## config.mk

```make
export PLATFORM = sky130hd
export DESIGN_NAME = match_seq_gen
export DESIGN_NICKNAME = d
export VERILOG_FILES = /design/src/rtl/match_pkg.sv /design/src/rtl/lfsr8.sv /design/src/rtl/match_seq_gen.sv
export SDC_FILE = /design/constraint.sdc
export NUM_CORES = 1
export LEC_CHECK = 0
export CAP_MARGIN = 20
export CORE_MARGIN = 2
export CORE_UTILIZATION = 50
export DETAILED_ROUTE_END_ITERATION = 12
export GPL_TIMING_DRIVEN = 0
export PLACE_DENSITY_LB_ADDON = 0.25
export SLEW_MARGIN = 20
export SYNTH_ARGS = -nofsm -noshare
export SYNTH_HDL_FRONTEND = slang
export SYNTH_SLANG_ARGS = --single-unit
```

## constraint.sdc

```tcl
create_clock -name clk -period 2.15 [get_ports clk]
set_clock_uncertainty 0.15 [all_clocks]
set_input_delay 0.43 -clock clk [delete_from_list [all_inputs] [get_ports clk]]
set_output_delay 0.43 -clock clk [all_outputs]
set_load 0.02 [all_outputs]
```

## src/rtl/match_pkg.sv

```systemverilog
// Shared definitions for the A/B equality-run stimulus generator:
// one-hot FSM states, default detector threshold and LFSR tap mask.
package match_pkg;

  typedef enum logic [3:0] {
    GS_IDLE  = 4'b0001,
    GS_RUN   = 4'b0010,
    GS_BREAK = 4'b0100,
    GS_DONE  = 4'b1000
  } gstate_e;

  localparam int THRESH_DEF = 4;

  // Fibonacci taps 8,6,5,4 mapped onto bits 7,5,4,3
  localparam logic [7:0] LFSR_TAPS = 8'b1011_1000;

endpackage

```

## src/rtl/lfsr8.sv

```systemverilog
// 8-bit Fibonacci LFSR; shifts left when enabled, output is the MSB.
module lfsr8 import match_pkg::*; #(
  parameter logic [7:0] SEED = 8'hA5
) (
  input  logic clk,
  input  logic rst_n,
  input  logic en_i,
  output logic bit_o
);

  logic [7:0] lfsr_q;

  always_ff @(posedge clk or negedge rst_n) begin
    if (!rst_n)    lfsr_q <= SEED;
    else if (en_i) lfsr_q <= {lfsr_q[6:0], ^(lfsr_q & LFSR_TAPS)};
  end

  assign bit_o = lfsr_q[7];

endmodule

```

## src/rtl/match_seq_gen.sv

```systemverilog
// A/B equality-run stimulus transmitter. Data source selected by
// MATCH_GEN_LFSR_EN (LFSR) or, when undefined, an alternating 0,1,... bit.
module match_seq_gen import match_pkg::*; #(
  parameter int         LEN_W  = 6,
  parameter int         THRESH = THRESH_DEF,
  parameter logic [7:0] SEED   = 8'hA5
) (
  input  logic             clk,
  input  logic             reset,
  input  logic             start,
  input  logic [LEN_W-1:0] run_len,
  input  logic             tail_mismatch,
  output logic             A,
  output logic             B,
  output logic             valid,
  output logic             busy,
  output logic             done,
  output logic [LEN_W-1:0] exp_hits
);

  localparam logic [LEN_W-1:0] TH = LEN_W'(THRESH);

  gstate_e          state_q, state_d;
  logic [LEN_W-1:0] cnt_q, cnt_d;
  logic [LEN_W-1:0] hits_q, hits_d;
  logic             tail_q, tail_d;
  logic             a_q, a_d, b_q, b_d;
  logic             valid_q, valid_d, busy_q, busy_d, done_q, done_d;
  logic             start_acc, emit_run, emit_brk, d;

  always_comb begin
    state_d   = state_q;
    cnt_d     = cnt_q;
    tail_d    = tail_q;
    hits_d    = hits_q;
    start_acc = 1'b0;
    case (state_q)
      GS_IDLE: begin
        if (start) begin
          start_acc = 1'b1;
          cnt_d     = run_len;
          tail_d    = tail_mismatch;
          hits_d    = (run_len >= TH) ? (run_len - TH + LEN_W'(1)) : '0;
          if (run_len != '0)     state_d = GS_RUN;
          else if (tail_mismatch) state_d = GS_BREAK;
          else                    state_d = GS_DONE;
        end
      end
      GS_RUN: begin
        cnt_d = cnt_q - LEN_W'(1);
        if (cnt_q == LEN_W'(1)) state_d = tail_q ? GS_BREAK : GS_DONE;
      end
      GS_BREAK: state_d = GS_DONE;
      GS_DONE:  state_d = GS_IDLE;
      default:  state_d = GS_IDLE;
    endcase
  end

  // Outputs are registered from the next state so they line up with state_q.
  assign emit_run = (state_d == GS_RUN);
  assign emit_brk = (state_d == GS_BREAK);

`ifdef MATCH_GEN_LFSR_EN
  lfsr8 #(.SEED(SEED)) u_lfsr (
    .clk   (clk),
    .rst_n (reset),
    .en_i  (emit_run | emit_brk),
    .bit_o (d)
  );
`else
  logic tgl_q, tgl_d;
  logic unused_seed;
  assign unused_seed = ^SEED;

  // Each accepted start restarts the pattern at 0; only RUN cycles toggle it.
  assign d     = start_acc ? 1'b0 : tgl_q;
  assign tgl_d = emit_run ? ~d : d;

  always_ff @(posedge clk or negedge reset) begin
    if (!reset) tgl_q <= 1'b0;
    else        tgl_q <= tgl_d;
  end
`endif

  always_comb begin
    valid_d = emit_run | emit_brk;
    a_d     = valid_d & d;
    b_d     = emit_run ? d : (emit_brk ? ~d : 1'b0);
    busy_d  = (state_d != GS_IDLE);
    done_d  = (state_d == GS_DONE);
  end

  always_ff @(posedge clk or negedge reset) begin
    if (!reset) begin
      state_q <= GS_IDLE;
      cnt_q   <= '0;
      tail_q  <= 1'b0;
      hits_q  <= '0;
      a_q     <= 1'b0;
      b_q     <= 1'b0;
      valid_q <= 1'b0;
      busy_q  <= 1'b0;
      done_q  <= 1'b0;
    end else begin
      state_q <= state_d;
      cnt_q   <= cnt_d;
      tail_q  <= tail_d;
      hits_q  <= hits_d;
      a_q     <= a_d;
      b_q     <= b_d;
      valid_q <= valid_d;
      busy_q  <= busy_d;
      done_q  <= done_d;
    end
  end

  assign A        = a_q;
  assign B        = b_q;
  assign valid    = valid_q;
  assign busy     = busy_q;
  assign done     = done_q;
  assign exp_hits = hits_q;

endmodule

```

## After elaboration in Yosys (flattened, before gate mapping)

Index checks and enable logic that the tools add are counted.

- Add/subtract/negate cells: 3
- Multipliers: 0
- Divide/modulo/power cells: 0
- $lt $le $gt $ge: 1
- Eq/ne operators: 9
- Shifts and indexed selects: 0
- Mux-type cells: 15
- Bitwise logic cells: 3
- Reduce and logical (&&, ||, !) cells: 4

Operators with widths:

| operator | count |
|---|---|
| 2-to-1 mux 4 bit | 5 |
| 2-to-1 mux 6 bit | 2 |
| case mux 4 bit (3 select lines) | 1 |
| case mux 6 bit (2 select lines) | 1 |
| == test 4 x 2 -> 1 bit, second input constant | 2 |
| == test 4 x 3 -> 1 bit, second input constant | 2 |
| adder 6 x 1 -> 6 bit, second input constant | 1 |
| == test 6 x 1 -> 1 bit, second input constant | 1 |
| >= comparator 6 x 3 -> 1 bit, second input constant | 1 |
| 2-to-1 mux 1 bit | 6 |
| nonzero test 6 bit | 1 |
| subtractor 6 x 1 -> 6 bit, second input constant | 1 |
| subtractor 6 x 3 -> 6 bit, second input constant | 1 |
| == test 4 x 1 -> 1 bit, second input constant | 1 |
| == test 4 bit, second input constant | 1 |
| != test 4 x 1 -> 1 bit, second input constant | 1 |
| AND reduction 2 bit | 2 |
| != test 2 bit, second input constant | 1 |
| nonzero test 2 bit | 1 |
| AND 1 bit | 1 |
| NOT 1 bit | 1 |
| bitwise OR 1 bit | 1 |

- Flip-flop bits (word level): 23
- Bits in latches: 0
- RAM bits: 0
- Bits in read-only memories: 0
- Input port bits: 10
- Output and inout bits: 11
- Word-level logic and storage cells: 45
- Memories: 0

## Logic depth before layout (Yosys ltp)

Gate-level depths: netlist of the first run.

- Word-level depth: 7
- Depth in mapped cells: 6
- Gate-level depth less buffers: 6

## Worst setup path before layout of the first run

OpenSTA, ideal clock, no wires.

- Path type: reg2reg
- Start point: register state_q[2]
- End point: register tgl_q
- Library setup time: 125 ps
- Arrival time: 1503 ps
- Required time: 1875 ps
- Setup slack: 372 ps
- Cell stages (with the launch flop): 6
- Buffers on the path: 1
- Period minus slack after synthesis: 1778 ps
- Path through: dfrtp_1 > or4b_1 > buf_2 > a21oi_2 > xor2_1 > mux2_2

- Word-level cells in the longest chain between the ends: 5
- Elaborated cells between the ends (all ways): 11
- Those cells by class: eq/ne: 4; mux: 6; bitwise: 1

Ends and longest elaborated chain:

| what | line | RTL |
|---|---|---|
| start, declared | match_seq_gen.sv:23 | `gstate_e state_q, state_d;` |
| start signal, assigned | match_seq_gen.sv:105 | `state_q <= state_d;` |
| branches (longest 4 deep; another with == test 4 x 3 -> 1 bit) | -- |  |
| 2-to-1 mux 1 bit * | match_seq_gen.sv:77 | `assign tgl_d = emit_run ? ~d : d;` |
| named net tgl_d | match_seq_gen.sv:71 | `logic tgl_q, tgl_d;` |
| end signal, assigned | match_seq_gen.sv:81 | `else tgl_q <= tgl_d;` |
| end, declared | match_seq_gen.sv:71 |  |

Mark *: on every way through the listed nets, which the timed path passes.
A chain may end at the register's enable or synchronous reset.

## Worst setup path after layout of the first run

- Start point: register state_q[2]
- End point: register b_q (netlist: B)

- Word-level cells in the longest chain between the ends: 6
- Elaborated cells between the ends (all ways): 13
- Those cells by class: eq/ne: 5; mux: 7; bitwise: 1

Ends and longest elaborated chain:

| what | line | RTL |
|---|---|---|
| branches (longest 5 deep; another with == test 4 x 3 -> 1 bit) | -- |  |
| 2-to-1 mux 1 bit * | match_seq_gen.sv:88 | `b_d = emit_run ? d : (emit_brk ? ~d : 1'b0);` |
| named net b_d | match_seq_gen.sv:27 | `logic a_q, a_d, b_q, b_d;` |
| end signal, assigned | match_seq_gen.sv:100 | `b_q <= 1'b0;` |
| end signal, assigned | match_seq_gen.sv:110 | `b_q <= b_d;` |
| end, declared | match_seq_gen.sv:27 |  |

Marks and branches as above.

==> results.py, run 1 <==
metrics = {
    "final_layout": {
        "share_of_cells_above_drive_strength_1": 0.135,
        "nFillCells": 188,
        "final_cells": 169,
        "n_antenna_cell": 0,
        "synthToLayoutAreaGrowth_pct": 24.0,
        "finish.net_count": 156,
        "multiInputGateArea_um2": 539,
        "fin_area_um2": 1420,
        "regArea_um2": 577,
    },
    "critical_path": {
        "r2r_end": "B",
        "worst-r2r-setup-slack_ns": 0.19,
        "critPathArrivalTime_ns": 2.04,
        "worst_ep_required_time_ns": 2.24,
        "critical_path.reg2reg.startpoint": "state_q[2]",
        "critPathLaunch": "state_q[2]",
        "critical_path.startpoint_type": "flip-flop",
        "setup_cp_type": "flip-flop to flip-flop",
        "critical_path.max_fanout": 9,
        "ff2ff_path_depth": 3,
        "endpoint_kind": "flip-flop",
    },
    "synth": {
        "synth_top_flop_cell": "dfrtp_1",
        "yosys_register_bits": 23,
        "post_synth_edffs": 0,
        "synthesis.yosys.warnings": 0,
        "async_flop_share": 1.00,
        "syn_area_per_cell_um2": 9.84,
        "synth_cells": 116,
        "netlist-cell-type-count": 33,
        "synth.cell_area_um2": 1140,
        "yosysSeqAreaShare": 0.505,
        "synth.net_count": 130,
    },
    "cts": {
        "clock_tree_from_tritoncts": "yes",
        "worstSkewPairLatency_ns": 0.31,
        "ctsLongestPathBuffers": 2,
        "number_of_clock_sinks_seen_by_cts": 23,
        "master_cell_of_the_clock_root_buffer": "clkbuf_4",
        "cts_post_setup_buffers_inserted": 0,
        "cts-htree-levels": 1,
        "cts_buffers": 3,
        "cts.reportedPaths.clkPinSlew_ns": 0.13,
    },
    "power_and_ir_drop": {
        "p_leak_nw": 0.622,
        "finalPower_mw": 1.71,
        "power_density_nw_per_um2": 1210,
        "power.ir.vdd_worst_mv": 0.767,
    },
    "status": {
        "run_status": "finished, final reports clean",
    },
    "route": {
        "drtIter0Drc": 18,
        "remaining_drc_errors": 0,
        "drt-total-wl_mm": 2.49,
        "final_antenna_net_count": 0,
        "routedWlPerCell_um": 14.7,
        "dr.pass1.iters": 4,
        "avgViaCountPerCell": 5.50,
        "vias": 930,
    },
    "min_path": {
        "hold_path.class": "flip-flop to flip-flop",
        "hold-path-endpoint": "exp_hits[5]",
        "holdCritStartpoint": "exp_hits[5]",
        "hold-path-cell-count": 2,
    },
    "sta": {
        "finalWorstPathRequiredPeriod_ns": 1.96,
        "hold_violations": 0,
        "finalMaxSlewViolations": 0,
        "fmax_mhz": 510,
        "grt_setup_unrepaired": "false",
        "period_share": 0.911,
        "worstMarginPinSlew_ns": 0.775,
        "timing.max_slew.rel_slack": 0.482,
        "summed_negative_setup_slack_over_all_endpoints_ns": 0,
        "final_setup_violation_count": 0,
    },
    "placement": {
        "place_hpwl_mm": 1.97,
        "area_post_placement_um2": 1380,
        "dp.cells": 164,
        "port_buffers": 20,
        "globalplace.congestion": 0.802,
    },
    "global_route": {
        "pin_count_of_the_biggest_net_entering_global_routing": 24,
        "overflow": 0,
        "number_of_antenna_violations_at_the_first_check_in_global_routing": 0,
        "grt_util_all_layers": 0.216,
        "number_of_global_route_vias_before_repair": 1045,
        "grt_first_pass_wirelength_mm": 4.26,
    },
    "floorplan": {
        "num_rows": 17,
        "die_x_um": 51.8,
        "core-area_um2": 2190,
        "die_area_um2": 2680,
        "floorplan.initialDensity": 0.521,
        "die_height_um": 51.8,
        "io_pins": 21,
    },
    "run": {
        "timing.max_cap.violations": 0,
    },
}
-- state kept, by name, summed over array words and instances, names as in the netlist --
| name | count |
|---|---|
| cnt_q | 6 |
| exp_hits | 6 |
| state_q | 4 |
| A | 1 |
| B | 1 |
| busy | 1 |
| done | 1 |
| tail_q | 1 |
| tgl_q | 1 |
| valid | 1 |
-- area by class of cell --
class | count | area share
sequential | 23 | 0.408
clock inverter | 1 | 0.00354
timing repair buffer | 21 | 0.145
clock buffer | 3 | 0.0159
inverter | 5 | 0.0133
tap | 28 | 0.0248
buffer | 3 | 0.00884
multi-input combinational | 85 | 0.381
-- routing by layer --
layer,track usage,up-vias,wire length (µm)
met5,0,-,0
met3,0.0287,4,76
met2,0.412,24,1370
met4,0.0921,0,21
met1,0.234,442,1020
li1,-,460,-
-- cells in the final DEF (no fill, tap or decap), drive strengths merged, types with 3 or more instances in the layout --
master and count:
a21oi 4, a22o 4, clkbuf 5, o21ai 11, xor2 3, ha 4, inv 5, clkdlybuf4s50 19
nor2 8, dfrtp 22, nor3 5, nand2 22
-- worst max-delay path, stage by stage (launching register included) --
cell	delay, ns
dfrtp_1	0.44
nor4b_2	0.72
o21ai_0	0.33
o21ai_0	0.25
-- stage by stage --
stage	setup WS (ns)	hold slack, ns	utilization
final	0.190	0.363	0.646
after global placement	-0.0716	0.319	0.628
after global routing	0.0320	0.404	0.646
after floorplan	0.372	-0.0156	-
after detailed placement	-0.119	0.323	0.628
after CTS	0.197	0.365	0.641
-- cells in the mapped netlist (all sizes together) (3+ instances only) --
| cell | n | area share |
|---|---|---|
| xor2 | 3 | 0.023 |
| a21oi | 4 | 0.021 |
| a22o | 4 | 0.031 |
| o21ai | 11 | 0.048 |
| dfrtp | 22 | 0.48 |
| ha | 4 | 0.044 |
| inv | 5 | 0.016 |
| nor2 | 8 | 0.026 |
| nor3 | 5 | 0.022 |
| nand2 | 22 | 0.072 |
-- what timing repair did --
item	CTS	global route
gates resized for setup	0	1
endpoints found under the hold margin	0	22
setup endpoints to repair	0	1
hold buffers	0	1
-- cell families after synthesis --
group                    after synthesis  synth area share
multiplexers                           2            0.0197
XOR/XNOR                               4            0.0307
AO/OA/AOI/OAI                         27             0.161
AND/OR/NAND/NOR                       48             0.212
adder cells (fa/ha/maj)                4            0.0439
flip-flops                            23             0.505
buffers and inverters                  8            0.0274
-- how the worst max path moves through the flow --
stage	to	slack, ns	depth (start not counted)
detailed placement	done	-0.12	5
CTS	B	0.20	3
floorplan	tgl_q	0.37	5
finish	B	0.19	3
global placement	tgl_q	-0.07	4
global route	cnt_q[3]	0.03	4
-- report_power, final --
| part | switching (mW) | internal (mW) |
|---|---|---|
| registers | 0.126 | 0.603 |
| clock network | 0.130 | 0.0694 |
| logic | 0.416 | 0.364 |
| total | 0.672 | 1.04 |
Power figures use the tool's default switching activity.
==> inputs of run 2 (changes only) <==
Settings changed: CORE_UTILIZATION 50 to 54, CTS_CLUSTER_DIAMETER set to 200.
Clock period 2.15 ns to 2.35 ns, I/O delays scaled along.
==> results.py, run 2 (synthesized netlist as in run 1, its figures left out) <==
metrics = {
    "cts": {
        "cts-htree-levels": 1,
        "cts_post_setup_buffers_inserted": 0,
        "number_of_clock_sinks_seen_by_cts": 23,
        "ctsLongestPathBuffers": 2,
        "ctsResizeCount": 0,
        "worstSkewPairLatency_ns": 0.30,
        "master_cell_of_the_clock_root_buffer": "clkbuf_4",
        "clock_tree_from_tritoncts": "yes",
        "cts.reportedPaths.clkPinSlew_ns": 0.12,
        "cts_buffers": 3,
        "holdBufCountCts": 0,
    },
    "global_route": {
        "pin_count_of_the_biggest_net_entering_global_routing": 24,
        "number_of_global_route_vias_before_repair": 912,
        "grt_util_all_layers": 0.209,
        "number_of_antenna_violations_at_the_first_check_in_global_routing": 0,
        "top_usage_layer": "met2",
        "use_met1": 0.263,
        "met2_usage": 0.358,
        "met3_track_utilization_from_global_routing": 0.0303,
        "overflow": 0,
        "grt_first_pass_wirelength_mm": 3.94,
    },
    "route": {
        "avgViaCountPerCell": 5.43,
        "drt-total-wl_mm": 2.21,
        "remaining_drc_errors": 0,
        "drtIter0Drc": 15,
        "final_antenna_net_count": 0,
        "routedWlPerCell_um": 13.3,
        "dr.pass1.iters": 4,
        "vias": 906,
    },
    "sta": {
        "finalWorstPathRequiredPeriod_ns": 2.01,
        "final_setup_violation_count": 0,
        "summed_negative_setup_slack_over_all_endpoints_ns": 0,
        "worstMarginPinSlew_ns": 0.804,
        "timing.max_slew.rel_slack": 0.463,
        "hold_violations": 22,
        "grt_setup_unrepaired": "false",
        "fmax_mhz": 497,
        "finalMaxSlewViolations": 0,
        "whs_ns": -0.0343,
        "period_share": 0.856,
    },
    "placement": {
        "port_buffers": 20,
        "globalplace.congestion": 0.811,
        "place_hpwl_mm": 1.66,
    },
    "floorplan": {
        "core-area_um2": 1980,
        "die_height_um": 50.0,
        "num_rows": 16,
        "die_area_um2": 2500,
        "io_pins": 21,
        "floorplan.initialDensity": 0.576,
        "die_x_um": 50.0,
    },
    "critical_path": {
        "endpoint_kind": "flip-flop",
        "setup_cp_type": "flip-flop to flip-flop",
        "worst-path-buf-inv": 0,
        "cpLargestDelayFamily": "simple AND/OR/NAND/NOR gates",
        "critical_path.startpoint_type": "flip-flop",
        "critical_path.max_stage_delay_ns": 0.75,
        "worst_ep_required_time_ns": 2.38,
        "cpMaxStageDelayCell": "nor4b_2",
        "critical_path.max_fanout": 9,
        "cp_cell_sequence": "nor4b_2, a21oi_1, o21ai_0, o211ai_1",
        "critPathArrivalTime_ns": 2.05,
    },
    "power_and_ir_drop": {
        "power.ir.vdd_worst_mv": 0.673,
        "finalPower_mw": 1.55,
        "power_density_nw_per_um2": 1110,
        "p_leak_nw": 0.615,
    },
    "min_path": {
        "hold_path.class": "input port to asynchronous set/reset pin",
    },
    "final_layout": {
        "share_of_cells_above_drive_strength_1": 0.121,
        "n_antenna_cell": 0,
        "final_cell_mix": "22 x dfrtp_1, 22 x nand2_1, 19 x clkdlybuf4s50_1",
        "finish.net_count": 155,
        "synthToLayoutAreaGrowth_pct": 22.4,
    },
    "status": {
        "violated_checks": "hold timing",
        "run_status": "finished with violations",
    },
    "run": {
        "timing.max_cap.violations": 0,
    },
}
-- run 2: final cells by class --
| class | count | area [µm²] |
|---|---|---|
| repair buffers | 20 | 195 |
| inverters | 5 | 18.8 |
| fillers | 148 | 586 |
| clock buffers | 4 | 26.3 |
| well taps | 27 | 33.8 |
| flip-flops and latches | 23 | 577 |
| plain buffers | 3 | 12.5 |
| multi-input cells | 85 | 533 |
-- run 2: path summary, 6_finish.rpt --
| check | startpoint | endpoint | slack, ns | cells past startpoint |
|---|---|---|---|---|
| worst max-delay path | state_q[2] | cnt_q[3] | 0.34 | 4 |
| worst min-delay path | reset | B | -0.03 | 1 |
| worst max register to register | state_q[2] | cnt_q[3] | 0.34 | 4 |
| worst min register to register | exp_hits[5] | exp_hits[5] | 0.35 | 2 |
| max in group asynchronous | reset | state_q[0] | 1.73 | 1 |
| min in group clk | exp_hits[5] | exp_hits[5] | 0.35 | 2 |
-- run 2: layer usage --
layer,up-vias,wire length (µm)
li1,452,-
met1,434,1060
met2,16,1050
met3,4,65
met4,0,37
met5,-,0
-- run 2: worst register-to-register path: cells and delay by family, from the launching register on --
family,cells,cell delay (ns)
DFF,1,0.44
and+or+nand+nor,1,0.75
AOI/OAI and AO/OA,3,0.57
-- run 2: report_power, final --
part / internal (mW) / switching (mW)
sequential: 0.551 / 0.112
clock: 0.0661 / 0.111
combinational: 0.332 / 0.374
total: 0.950 / 0.597
-- run 2: through the flow --
stage | setup WS [ns] | area (µm²) | util | std cells
4_1_cts | 0.352 | 1400 | 0.707 | 167
2_1_floorplan | 0.572 | 1140 | - | 116
6_report | 0.338 | 1400 | 0.705 | 167
3_5_place_dp | 0.0660 | 1380 | 0.694 | 163
5_1_grt | 0.176 | 1400 | 0.705 | 167
3_3_place_gp | 0.0948 | 1380 | 0.694 | 163
==> inputs of run 3 (changes only) <==
Settings changed: CORE_UTILIZATION 54 to 30, HOLD_SLACK_MARGIN set to 0.06.
==> results.py, run 3 (synthesized netlist as in run 1, its figures left out) <==
metrics = {
    "status": {
        "run_status": "finished, final reports clean",
    },
    "critical_path": {
        "worst_ep_required_time_ns": 2.34,
        "worst-r2r-setup-slack_ns": 0.34,
        "critical_path.max_fanout": 9,
        "cp_cell_sequence": "nor4b_2, a21oi_1, o21ai_0, o211ai_1",
        "critPathArrivalTime_ns": 2.00,
        "critPathCapture": "cnt_q[4]",
        "critical_path.max_stage_delay_ns": 0.74,
        "r2r_end": "cnt_q[4]",
        "setup_cp_type": "flip-flop to flip-flop",
        "critPathLaunch": "state_q[2]",
        "cpMaxStageDelayCell": "nor4b_2",
        "critical_path.startpoint_type": "flip-flop",
        "critical_path.reg2reg.startpoint": "state_q[2]",
        "endpoint_kind": "flip-flop",
        "ff2ff_path_depth": 4,
    },
    "floorplan": {
        "floorplan.initialDensity": 0.312,
        "core-area_um2": 3660,
        "die_x_um": 65.7,
        "num_rows": 22,
        "io_pins": 21,
        "die_area_um2": 4310,
        "die_height_um": 65.7,
    },
    "placement": {
        "port_buffers": 20,
        "globalplace.congestion": 0.810,
        "place_hpwl_mm": 1.79,
        "dp.cells": 184,
    },
    "power_and_ir_drop": {
        "p_leak_nw": 0.626,
        "power_density_nw_per_um2": 1120,
        "power.ir.vdd_worst_mv": 0.431,
    },
    "final_layout": {
        "n_antenna_cell": 0,
        "final_core_util": 0.397,
        "share_of_cells_above_drive_strength_1": 0.128,
        "synthToLayoutAreaGrowth_pct": 27.5,
        "final_cells": 189,
        "finish.net_count": 156,
        "final_cell_mix": "22 x dfrtp_1, 22 x nand2_1, 19 x clkdlybuf4s50_1",
        "nFillCells": 376,
    },
    "cts": {
        "worstSkewPairLatency_ns": 0.27,
        "cts-htree-levels": 1,
        "cts_post_setup_buffers_inserted": 0,
        "ctsResizeCount": 0,
        "clock_tree_from_tritoncts": "yes",
        "cts_buffers": 3,
        "cts.reportedPaths.clkPinSlew_ns": 0.09,
        "master_cell_of_the_clock_root_buffer": "clkbuf_8",
        "ctsLongestPathBuffers": 2,
        "holdBufCountCts": 0,
        "number_of_clock_sinks_seen_by_cts": 23,
    },
    "sta": {
        "summed_negative_setup_slack_over_all_endpoints_ns": 0,
        "timing.max_slew.rel_slack": 0.461,
        "grt_setup_unrepaired": "false",
        "finalWorstPathRequiredPeriod_ns": 2.01,
        "period_share": 0.855,
        "worstMarginPinSlew_ns": 0.807,
        "final_setup_violation_count": 0,
        "fmax_mhz": 498,
        "finalMaxSlewViolations": 0,
        "hold_violations": 0,
    },
    "route": {
        "drt-total-wl_mm": 2.41,
        "final_antenna_net_count": 0,
        "remaining_drc_errors": 0,
        "routedWlPerCell_um": 12.8,
        "avgViaCountPerCell": 4.86,
        "vias": 918,
        "drtIter0Drc": 17,
        "dr.pass1.iters": 4,
    },
    "run": {
        "timing.max_cap.violations": 0,
    },
    "min_path": {
        "hold_path.class": "flip-flop to flip-flop",
    },
    "global_route": {
        "grt_util_all_layers": 0.127,
        "grt_first_pass_wirelength_mm": 4.23,
        "number_of_global_route_vias_before_repair": 933,
        "overflow": 0,
        "pin_count_of_the_biggest_net_entering_global_routing": 24,
        "number_of_antenna_violations_at_the_first_check_in_global_routing": 0,
    },
}
[run 3: layout make-up]
cell class,count,area [µm²],share of cell area
timing repair buffer,21,205,0.141
clock buffer,3,41.3,0.0284
multi-input combinational,85,533,0.366
buffer,3,12.5,0.00860
clock inverter,1,7.51,0.00516
tap,48,60.1,0.0413
sequential,23,577,0.396
inverter,5,18.8,0.0129
[run 3: per-stage QoR]
stage	hold slack [ns]	area, µm²	setup WS [ns]	total power [mW]
CTS	0.359	1450	0.322	1.65
global placement	0.327	1400	0.0466	1.37
detailed placement	0.325	1400	0.0297	1.38
global route	0.390	1460	0.179	1.77
floorplan	0.0244	1140	0.572	1.11
finish	0.353	1460	0.341	1.63
[run 3: power breakdown]
group          switching (mW)  internal [mW]
clock                   0.135          0.120
combinational           0.380          0.333
sequential              0.109          0.553
total                   0.623           1.01
[run 3: how the worst min path moves through the flow]
stage	startpoint	to	cells past startpoint
final	exp_hits[4]	exp_hits[4]	2
after global routing	exp_hits[3]	exp_hits[3]	1
after global placement	exp_hits[4]	exp_hits[4]	2
after detailed placement	exp_hits[4]	exp_hits[4]	2
after CTS	exp_hits[4]	exp_hits[4]	2
after floorplan	reset	A	0
[run 3: critical path, delay by kind of cell (launching register included)]
family             cells  cell delay, ns
AOI/OAI and AO/OA      3            0.58
DFF                    1            0.42
and+or+nand+nor        1            0.74
[run 3: metal layers]
layer / global-route usage / wire length (µm) / up-vias
met1: 0.176 / 1230 / 439
met4: 0.0521 / 31 / 0
met3: 0.0171 / 76 / 3
li1: - / - / 457
met5: 0 / 0 / -
met2: 0.197 / 1070 / 19
